===== config.mk =====
export PLATFORM = sky130hd
export DESIGN_NAME = data_bus_arbiter
export DESIGN_NICKNAME = d
export VERILOG_FILES = /design/src/rtl/header_pkg.sv /design/src/rtl/addr_region_decode.sv /design/src/rtl/data_bus_arbiter.sv
export SDC_FILE = /design/constraint.sdc
export NUM_CORES = 1
export LEC_CHECK = 0
export CAP_MARGIN = 40
export CORE_MARGIN = 3
export CORE_UTILIZATION = 30
export DETAILED_ROUTE_END_ITERATION = 8
export GPL_TIMING_DRIVEN = 0
export HOLD_SLACK_MARGIN = 0.15
export PLACE_DENSITY = 0.62
export SLEW_MARGIN = 25
export SYNTH_ARGS = -nofsm -noshare
export SYNTH_HDL_FRONTEND = slang
export SYNTH_SLANG_ARGS = --single-unit

===== constraint.sdc =====
create_clock -name clk -period 3 [get_ports clk]
set_input_delay 0.6 -clock clk [delete_from_list [all_inputs] [get_ports clk]]
set_output_delay 0.6 -clock clk [all_outputs]
set_load 0.01 [all_outputs]

===== src/rtl/header_pkg.sv =====
// Shared definitions for the data bus arbiter: memory map, FSM states and
// load/store size encodings (RISC-V funct3).
package header_pkg;

    localparam logic [31:0] DMEM_BASE  = 32'h8000_0000;
    localparam logic [31:0] DMEM_LIMIT = 32'h8000_00FF;
    localparam logic [31:0] UART_BASE  = 32'h8000_0200;
    localparam logic [31:0] UART_LIMIT = 32'h8000_02FF;

    localparam logic [2:0] SIZE_BYTE   = 3'b000;
    localparam logic [2:0] SIZE_HALF   = 3'b001;
    localparam logic [2:0] SIZE_WORD   = 3'b010;
    localparam logic [2:0] SIZE_BYTE_U = 3'b100;
    localparam logic [2:0] SIZE_HALF_U = 3'b101;

    typedef enum logic [1:0] {
        IDLE,
        ACCESS,
        UART_WAIT,
        RESP
    } arb_state_t;

    typedef enum logic [1:0] {
        REGION_NONE,
        REGION_DMEM,
        REGION_UART
    } region_t;

endpackage


===== src/rtl/addr_region_decode.sv =====
// Combinational address decoder: selects the slave region, computes the
// region-relative offset and flags accesses misaligned for their size.
module addr_region_decode
    import header_pkg::*;
(
    input  logic [31:0] addr,
    input  logic [2:0]  size,
    output region_t     region,
    output logic [31:0] offset,
    output logic        misaligned
);

    always_comb begin
        region = REGION_NONE;
        offset = '0;
        if (addr >= DMEM_BASE && addr <= DMEM_LIMIT) begin
            region = REGION_DMEM;
            offset = addr - DMEM_BASE;
        end else if (addr >= UART_BASE && addr <= UART_LIMIT) begin
            region = REGION_UART;
            offset = addr - UART_BASE;
        end
    end

    always_comb begin
        misaligned = 1'b0;
        case (size)
            SIZE_HALF, SIZE_HALF_U: misaligned = addr[0];
            SIZE_WORD:              misaligned = (addr[1:0] != 2'b00);
            default:                misaligned = 1'b0;
        endcase
    end

endmodule


===== src/rtl/data_bus_arbiter.sv =====
// Two-master (CPU, DMA) to two-slave (data memory, UART) bus arbiter with
// round-robin grant, address decode, UART ready/timeout handling.
module data_bus_arbiter
    import header_pkg::*;
#(
    parameter int UART_TIMEOUT = 255
) (
    input  logic        clk,
    input  logic        reset,
    input  logic        cpu_req,
    input  logic        cpu_we,
    input  logic [31:0] cpu_addr,
    input  logic [31:0] cpu_wdata,
    input  logic [2:0]  cpu_size,
    output logic [31:0] cpu_rdata,
    output logic        cpu_done,
    output logic        cpu_err,
    output logic        cpu_stall,
    input  logic        dma_req,
    input  logic        dma_we,
    input  logic [31:0] dma_addr,
    input  logic [31:0] dma_wdata,
    input  logic [2:0]  dma_size,
    output logic [31:0] dma_rdata,
    output logic        dma_done,
    output logic        dma_err,
    output logic        dmem_wr_en,
    output logic        dmem_rd_en,
    output logic [31:0] dmem_addr,
    output logic [31:0] dmem_wdata,
    output logic [2:0]  dmem_size,
    input  logic [31:0] dmem_rdata,
    output logic        uart_wr_en,
    output logic        uart_rd_en,
    output logic [31:0] uart_addr,
    output logic [31:0] uart_wdata,
    input  logic [31:0] uart_rdata,
    input  logic        uart_ready
);

    localparam logic [31:0] TIMEOUT_CNT = 32'(UART_TIMEOUT);

    arb_state_t  state_reg, state_next;
    logic        grant_dma_reg, grant_dma_next;
    logic        last_dma_reg;
    logic        we_reg;
    logic [31:0] addr_reg, wdata_reg, rdata_reg, count_reg;
    logic [2:0]  size_reg;
    logic        err_reg;

    region_t     region;
    logic [31:0] offset;
    logic        misaligned;
    logic        strobe, capture, resp_err;
    logic [31:0] resp_data;

    addr_region_decode u_decode (
        .addr       (addr_reg),
        .size       (size_reg),
        .region     (region),
        .offset     (offset),
        .misaligned (misaligned)
    );

    // Rotation only advances on contested grants, so an uncontested grant
    // does not rob the other master of its turn at the next collision.
    always_comb begin
        if (cpu_req && dma_req)
            grant_dma_next = ~last_dma_reg;
        else
            grant_dma_next = dma_req;
    end

    always_comb begin
        state_next = state_reg;
        strobe     = 1'b0;
        capture    = 1'b0;
        resp_err   = 1'b0;
        resp_data  = '0;
        case (state_reg)
            IDLE: begin
                if (cpu_req || dma_req)
                    state_next = ACCESS;
            end
            ACCESS: begin
                if (region == REGION_NONE || misaligned) begin
                    capture    = 1'b1;
                    resp_err   = 1'b1;
                    state_next = RESP;
                end else if (region == REGION_DMEM) begin
                    strobe     = 1'b1;
                    capture    = 1'b1;
                    resp_data  = we_reg ? '0 : dmem_rdata;
                    state_next = RESP;
                end else if (uart_ready) begin
                    strobe     = 1'b1;
                    capture    = 1'b1;
                    resp_data  = we_reg ? '0 : uart_rdata;
                    state_next = RESP;
                end else begin
                    state_next = UART_WAIT;
                end
            end
            UART_WAIT: begin
                if (count_reg == TIMEOUT_CNT) begin
                    capture    = 1'b1;
                    resp_err   = 1'b1;
                    state_next = RESP;
                end else if (uart_ready) begin
                    strobe     = 1'b1;
                    capture    = 1'b1;
                    resp_data  = we_reg ? '0 : uart_rdata;
                    state_next = RESP;
                end
            end
            RESP:    state_next = IDLE;
            default: state_next = IDLE;
        endcase
    end

    always_ff @(posedge clk or negedge reset) begin
        if (!reset) begin
            state_reg     <= IDLE;
            grant_dma_reg <= 1'b0;
            last_dma_reg  <= 1'b1;
            we_reg        <= 1'b0;
            addr_reg      <= '0;
            wdata_reg     <= '0;
            size_reg      <= '0;
            rdata_reg     <= '0;
            err_reg       <= 1'b0;
            count_reg     <= '0;
        end else begin
            state_reg <= state_next;
            if (state_reg == IDLE && (cpu_req || dma_req)) begin
                grant_dma_reg <= grant_dma_next;
                if (cpu_req && dma_req)
                    last_dma_reg <= grant_dma_next;
                we_reg    <= grant_dma_next ? dma_we    : cpu_we;
                addr_reg  <= grant_dma_next ? dma_addr  : cpu_addr;
                wdata_reg <= grant_dma_next ? dma_wdata : cpu_wdata;
                size_reg  <= grant_dma_next ? dma_size  : cpu_size;
            end
            if (state_reg == ACCESS)
                count_reg <= '0;
            else if (state_reg == UART_WAIT)
                count_reg <= count_reg + 32'd1;
            if (capture) begin
                rdata_reg <= resp_data;
                err_reg   <= resp_err;
            end
        end
    end

    always_comb begin
        dmem_rd_en = strobe && (region == REGION_DMEM) && !we_reg;
        dmem_wr_en = strobe && (region == REGION_DMEM) && we_reg;
        uart_rd_en = strobe && (region == REGION_UART) && !we_reg;
        uart_wr_en = strobe && (region == REGION_UART) && we_reg;
        dmem_addr  = (region == REGION_DMEM) ? offset    : '0;
        dmem_wdata = (region == REGION_DMEM) ? wdata_reg : '0;
        dmem_size  = size_reg;
        uart_addr  = (region == REGION_UART) ? offset    : '0;
        uart_wdata = (region == REGION_UART) ? wdata_reg : '0;
    end

    always_comb begin
        cpu_done  = (state_reg == RESP) && !grant_dma_reg;
        dma_done  = (state_reg == RESP) && grant_dma_reg;
        cpu_err   = cpu_done && err_reg;
        dma_err   = dma_done && err_reg;
        cpu_rdata = cpu_done ? rdata_reg : '0;
        dma_rdata = dma_done ? rdata_reg : '0;
        cpu_stall = cpu_req && !cpu_done;
    end

endmodule


==> run_results.csv, run 1 <==
group,metric,value,unit
timing,fin_hold_ws,469,ps
timing,maxSlewViolCount,0,
routing,drc,0,
routing,drtPass1Iterations,5,
floorplanning,core-area,0.0300,sq mm
worst_setup_path,critPathLaunchType,"flip-flop",
global_routing,grt_pass1_wl,59.2,mm
routing,wirelength,39.8,mm
worst_hold_path,worstHoldStart,"addr_reg[25]$_DFFE_PN0P_",
placement,gp_congestion,0.881,
floorplanning,die_y,182,um
logic_synthesis,ys_warn_count,0,
power_and_ir_drop,total_power,0.0103,W
floorplanning,die_area,0.0330,sq mm
logic_synthesis,synth.avg_cell_area,8.45,sq um
routing,vias,10200,
power_and_ir_drop,p_per_area,671,mW/mm^2
routing,wl_per_cell,20.2,um
global_routing,grt_overflow_total,0,
worst_setup_path,worstPathRequired,2400,ps
logic_synthesis,synth_area_leader_cell,"dfrtp_1",
logic_synthesis,syn-cell-area,0.00926,sq mm
logic_synthesis,ys_top_cells_by_count,"160 x nand2_1, 136 x dfrtp_1, 110 x and3_1",
clock_tree,cts_root_buf,"clkbuf_16",
logic_synthesis,synth_area_leaders,"dfrtp_1 37%, mux2i_1 7.5%, and3_1 7.4%, nand2_1 6.5%, and2_1 5.5%",
power_and_ir_drop,leakage,6.84,nW
global_routing,grt_usage,0.229,
routing,antenna_left,0,
floorplanning,die_w,182,um
cells_and_area,stdcell_count,1971,
timing,finalCritPeriodShare,1.10,
logic_synthesis,synth_seq_cells,137,
cells_and_area,final.fill_count,2870,
logic_synthesis,synth_top_area_share,0.368,
logic_synthesis,synth-main-ff-cell,"dfrtp_1",
cells_and_area,fin_nets,1781,
timing,fin_crit,3290,ps
logic_synthesis,yosysUniqueCellTypes,63,
worst_setup_path,rrSetupSlack,250,ps
clock_tree,cts_buffers,17,
worst_setup_path,timing.rr.start,"count_reg[27]$_DFFE_PN0P_",
floorplanning,initial_core_util,0.308,
worst_setup_path,crit_arrival,2690,ps
status,outcome,"finished, violations left",
clock_tree,clkLatencyLatePin,420,ps
status,violations,"negative setup slack",
timing,setup_violations,96,
logic_synthesis,syn_inst,1095,
clock_tree,cts_max_level,4,
cells_and_area,syn2layout_area_growth,66.6,%
placement,place_ws,-1160,ps
worst_setup_path,path_class,"reg2out",
worst_setup_path,end_kind,"output pin",
cells_and_area,diodes,0,
timing,finalClockSkew,15.8,ps
worst_setup_path,crit_start,"addr_reg[24]$_DFFE_PN0P_",
cells_and_area,drive_above_1_share,0.231,
placement,place_inst,1893,
worst_setup_path,crit_fanout,5,
routing,vias_per_cell,5.18,
timing,tightest_slew,726,ps
timing,rsz0062_at_grt,"true",
logic_synthesis,seq_area_frac_synth,0.370,
logic_synthesis,synth-edff-count,0,
floorplanning,ioPinCount,409,
floorplanning,num_rows,63,
clock_tree,clock_path_buffers,2,
clock_tree,cts.sinks,137,
global_routing,grt_pass1_vias,10100,
clock_tree,clk_pin_slew,60,ps
logic_synthesis,synthArstFlopShare,1.00,
timing,fmax,304,MHz
timing,worst_slack,-292,ps
placement,io_buffers,371,
global_routing,grt_max_degree,70,
worst_hold_path,min_path_type,"reg2reg",
placement,dp.final_hpwl,29.7,mm
clock_tree,cts_tree,"done",
timing,hold_viol,0,
routing,drtIter0Drc,712,
power_and_ir_drop,ir_worst_vdd,0.416,mV
timing,tns,-18560,ps
timing,relSlewSlack,0.510,
logic_synthesis,synth_most_common_cell,"nand2_1",
job,maxCapViolCount,0,
global_routing,antenna_found_initial,0,
-- final cells by class --
| class | instances | area [sq um] | area share |
|---|---|---|---|
| clock buffers | 18 | 429 | 0.0278 |
| plain buffers | 124 | 767 | 0.0497 |
| repair buffers | 430 | 4380 | 0.284 |
| flip-flops and latches | 137 | 3430 | 0.222 |
| inverters | 13 | 48.8 | 0.00316 |
| clock inverters | 13 | 170 | 0.0110 |
| multi-input cells | 846 | 5710 | 0.370 |
| well taps | 390 | 488 | 0.0316 |
-- logic make-up (layout without fill, tap and decap cells) --
| logic type | Yosys count | in the layout | share of synthesized area |
|---|---|---|---|
| simple gates | 468 | 468 | 0.270 |
| compound gates | 247 | 247 | 0.175 |
| buf+inv | 147 | 598 | 0.0822 |
| flops | 137 | 137 | 0.370 |
| mux | 70 | 70 | 0.0758 |
| xor+xnor | 18 | 18 | 0.0170 |
| fa+ha+maj | 7 | 7 | 0.00946 |
| other cells | 1 | 36 | 0.000405 |
-- power by group --
part           leakage, nW  switching [W]  internal, W
combinational         4.83        0.00259      0.00213
clock                0.283       0.000903      0.00131
sequential            1.73       0.000800      0.00261
total                 6.84        0.00429      0.00606
-- worst max-delay path: stages, from the launching register on --
cell and delay [ps]:
dfrtp_1 380, or4_4 540, and4bb_1 280, buf_6 110
and2_4 160, buf_4 110, nand3b_1 80, buf_6 160
a2111oi_4 250, buf_2 210
-- metal layers --
layer / wire length, um / vias to the layer above / share of wire / track usage
met5: 0 / - / 0 / 0
met4: 892 / 0 / 0.022 / 0.0667
met3: 3170 / 45 / 0.080 / 0.0591
met2: 20200 / 451 / 0.51 / 0.399
met1: 15600 / 4890 / 0.39 / 0.278
li1: - / 4821 / - / -
-- cells in the final DEF, fill, tap and decap left out, types with 4 or more instances in the layout --
| cell | netlist | layout |
|---|---|---|
| clkdlybuf4s50_1 | 0 | 274 |
| a31oi_1 | 39 | 39 |
| nand4_1 | 9 | 9 |
| mux2i_1 | 69 | 69 |
| nand3_1 | 9 | 9 |
| buf_12 | 0 | 6 |
| a221oi_1 | 32 | 32 |
| buf_8 | 0 | 9 |
| and2_1 | 81 | 51 |
| buf_2 | 12 | 33 |
| nor2_2 | 0 | 6 |
| and3_4 | 0 | 33 |
| a21oi_1 | 40 | 40 |
| buf_6 | 4 | 97 |
| o21ai_0 | 77 | 77 |
| clkbuf_1 | 72 | 53 |
| nor2_1 | 44 | 33 |
| dfrtp_1 | 136 | 135 |
| nor4_2 | 1 | 5 |
| xor2_1 | 6 | 5 |
| or3_1 | 4 | 4 |
| and3_1 | 110 | 77 |
| inv_1 | 11 | 11 |
| nand2_1 | 160 | 160 |
| nor4_1 | 13 | 7 |
| and4_1 | 7 | 6 |
| xnor2_1 | 12 | 12 |
| nor3_1 | 11 | 10 |
| o211ai_1 | 32 | 32 |
| ha_1 | 7 | 5 |
| clkbuf_16 | 0 | 19 |
| clkbuf_2 | 0 | 6 |
| and2_4 | 0 | 30 |
| nor2_4 | 0 | 5 |
| a41o_1 | 4 | 4 |
| buf_4 | 41 | 64 |
| conb_1 | 1 | 36 |
-- worst paths after layout --
kind                                                   to  cells after the start
max in group asynchronous        last_dma_reg$_DFFE_PN1P_                      3
min in group asynchronous       wdata_reg[27]$_DFFE_PN0P_                      2
worst max register to register  rdata_reg[29]$_DFFE_PN0P_                      6
worst min register to register   addr_reg[25]$_DFFE_PN0P_                      2
worst min-delay path             addr_reg[25]$_DFFE_PN0P_                      2
worst max-delay path                           uart_rd_en                      9
-- metrics by stage --
step / utilization / area [sq um]
after global routing: 0.513 / 15400
after floorplan: - / 9390
after detailed placement: 0.454 / 13600
final: 0.513 / 15400
after CTS: 0.497 / 14900
after global placement: 0.453 / 13600
-- repair_timing --
item,CTS,global route
pin swaps,25,11
hold buffers,1,0
endpoints found under the setup margin,143,159
endpoints found under the hold margin,6,0
gates cloned,10,1
gates resized for setup,572,107
buffers inserted,30,14
Power figures use the tool's default switching activity.
==> run 2: changes to the inputs <==
Settings changed: ABC_CLOCK_PERIOD_IN_PS set to 3000, CTS_BUF_LIST set to sky130_fd_sc_hd__clkbuf_8.
==> run 2 against run 1 <==
The run still ends with negative setup slack left. First-iteration DRC count increased by 2.0%. Clock power is 26% lower. Sequential share of layout area grew 0.29 points. Wire length down 0.23%. Worst setup slack got worse by 46 ps. Clock skew rose by 3.8 ps. Sequential cell count did not move. Cell area shrank 1.2%. Via count rose by 0.25%. Critical endpoint is now uart_wdata[31]. Largest power group unchanged.
==> run_results.csv, run 2 (synthesis gave the netlist of run 1 again) <==
group,metric,value,unit
power_and_ir_drop,power_frac_comb,0.485,
power_and_ir_drop,seqPwrFrac,0.347,
routing,drc,0,
routing,vias_per_cell,5.19,
worst_hold_path,worstHoldStart,"addr_reg[25]$_DFFE_PN0P_",
timing,finalCritPeriodShare,1.11,
power_and_ir_drop,p_clk_frac,0.169,
clock_tree,clk_pin_slew,80,ps
clock_tree,cts_max_level,4,
worst_setup_path,crit_arrival,2740,ps
timing,tns,-21190,ps
power_and_ir_drop,p_sw,0.00420,W
cells_and_area,final_util,0.507,
placement,gp_congestion,0.881,
worst_hold_path,hold_end,"addr_reg[25]$_DFFE_PN0P_",
timing,finalClockSkew,19.6,ps
clock_tree,clock_path_buffers,2,
clock_tree,cts_root_buf,"clkbuf_8",
floorplanning,core-area,0.0300,sq mm
timing,setup_violations,96,
timing,hold_viol,0,
power_and_ir_drop,p_per_area,642,mW/mm^2
global_routing,grt_pass1_wl,59.1,mm
floorplanning,die_y,182,um
routing,wl_per_cell,20.2,um
clock_tree,cts.sinks,137,
clock_tree,cts_buffers,17,
power_and_ir_drop,leakage,6.75,nW
cells_and_area,drive_above_1_share,0.232,
timing,rsz0062_at_grt,"true",
timing,relSlewSlack,0.504,
routing,drtPass1Iterations,5,
routing,drtIter0Drc,726,
routing,antenna_left,0,
timing,tightest_slew,734,ps
power_and_ir_drop,ir_worst_vdd,0.308,mV
cells_and_area,diodes,0,
worst_setup_path,worstPathRequired,2400,ps
floorplanning,die_area,0.0330,sq mm
worst_setup_path,end_kind,"output pin",
routing,wirelength,39.8,mm
status,outcome,"finished, violations left",
cells_and_area,layout_common_cells,"274 x clkdlybuf4s50_1, 160 x nand2_1, 134 x dfrtp_1",
worst_setup_path,r2r-end,"rdata_reg[29]$_DFFE_PN0P_",
worst_setup_path,rrSetupSlack,230,ps
worst_setup_path,critPathLaunchType,"flip-flop",
global_routing,grt_usage,0.229,
power_and_ir_drop,total_power,0.00977,W
worst_setup_path,crit_fanout,5,
power_and_ir_drop,power.internal,0.00557,W
clock_tree,cts_tree,"done",
timing,fmax,300,MHz
floorplanning,die_w,182,um
global_routing,antenna_found_initial,0,
floorplanning,ioPinCount,409,
worst_hold_path,min_path_type,"reg2reg",
floorplanning,num_rows,63,
job,maxCapViolCount,0,
status,violations,"negative setup slack",
worst_setup_path,timing.rr.start,"addr_reg[28]$_DFFE_PN0P_",
worst_setup_path,path_class,"reg2out",
worst_setup_path,reg2regPathDepth,12,
clock_tree,clkLatencyLatePin,450,ps
worst_hold_path,min_path_cells,2,
timing,worst_slack,-338,ps
cells_and_area,final_common_cell,"clkdlybuf4s50_1",
cells_and_area,syn2layout_area_growth,64.5,%
power_and_ir_drop,switching_share,0.430,
global_routing,grt_pass1_vias,10100,
timing,maxSlewViolCount,0,
floorplanning,initial_core_util,0.308,
timing,fin_crit,3340,ps
placement,place_ws,-1160,ps
global_routing,grt_max_degree,70,
placement,io_buffers,371,
placement,dp.final_hpwl,29.7,mm
cells_and_area,fin_nets,1781,
global_routing,grt_overflow_total,0,
routing,vias,10200,
## run 2: cell count changes in the layout (fill, tap and decap cells not counted), sizes merged
cell,change
inv,+1
buf,-1
## run 2: repair_timing
item | in CTS | in global routing
gates cloned | 10 | 1
hold endpoints to repair | 68 | 0
setup buffers | 30 | 13
pin swaps | 25 | 19
hold buffers | 1 | 0
gates resized for setup | 573 | 109
endpoints found under the setup margin | 148 | 167
## run 2: routing by layer
metal / up-vias / share of wire / track usage
li1: 4824 / - / -
met1: 4886 / 0.39 / 0.278
met2: 481 / 0.50 / 0.401
met3: 42 / 0.086 / 0.0573
met4: 0 / 0.021 / 0.0667
met5: - / 0 / 0
## run 2: power by group through the flow
stage / sequential [W] / combinational, W / clock (W)
after CTS: 0.00336 / 0.00462 / 0.00168
after floorplan: 0.00301 / 0.00267 / 0
final: 0.00339 / 0.00474 / 0.00165
after global routing: 0.00347 / 0.00521 / 0.00176
after detailed placement: 0.00333 / 0.00437 / 0
after global placement: 0.00331 / 0.00430 / 0
## run 2: how the worst max path moves through the flow
stage                                         from                   endpoint  cells after the start
after CTS                 addr_reg[24]$_DFFE_PN0P_             uart_wdata[23]                     10
after floorplan           addr_reg[28]$_DFFE_PN0P_                 uart_rd_en                      6
after detailed placement  addr_reg[19]$_DFFE_PN0P_             dmem_wdata[19]                      9
after global placement                       reset  rdata_reg[20]$_DFFE_PN0P_                      1
after global routing      addr_reg[28]$_DFFE_PN0P_             uart_wdata[29]                     10
final                     addr_reg[28]$_DFFE_PN0P_             uart_wdata[31]                     10
## run 2: layout make-up
class,instances,area (sq um)
plain buffers,125,773
multi-input cells,846,5700
clock inverters,14,174
well taps,390,488
inverters,13,48.8
fillers,2877,14800
flip-flops and latches,137,3430
clock buffers,17,234
repair buffers,429,4380
## run 2: through the flow
stage	hold slack [ps]	instance area (sq um)	cells
floorplan	304	9390	1130
finish	473	15200	1971
global placement	457	13600	1891
CTS	482	14700	1961
detailed placement	463	13600	1893
global route	508	15200	1971
## run 2: worst max-delay path, stage by stage (launching register included)
cell and delay (ps):
dfrtp_1 390, or4_4 540, and4bb_1 290, buf_6 110, and2_4 160, nor3b_4 180, buf_6 150, buf_8 120
buf_6 110, and2_4 140, buf_6 90
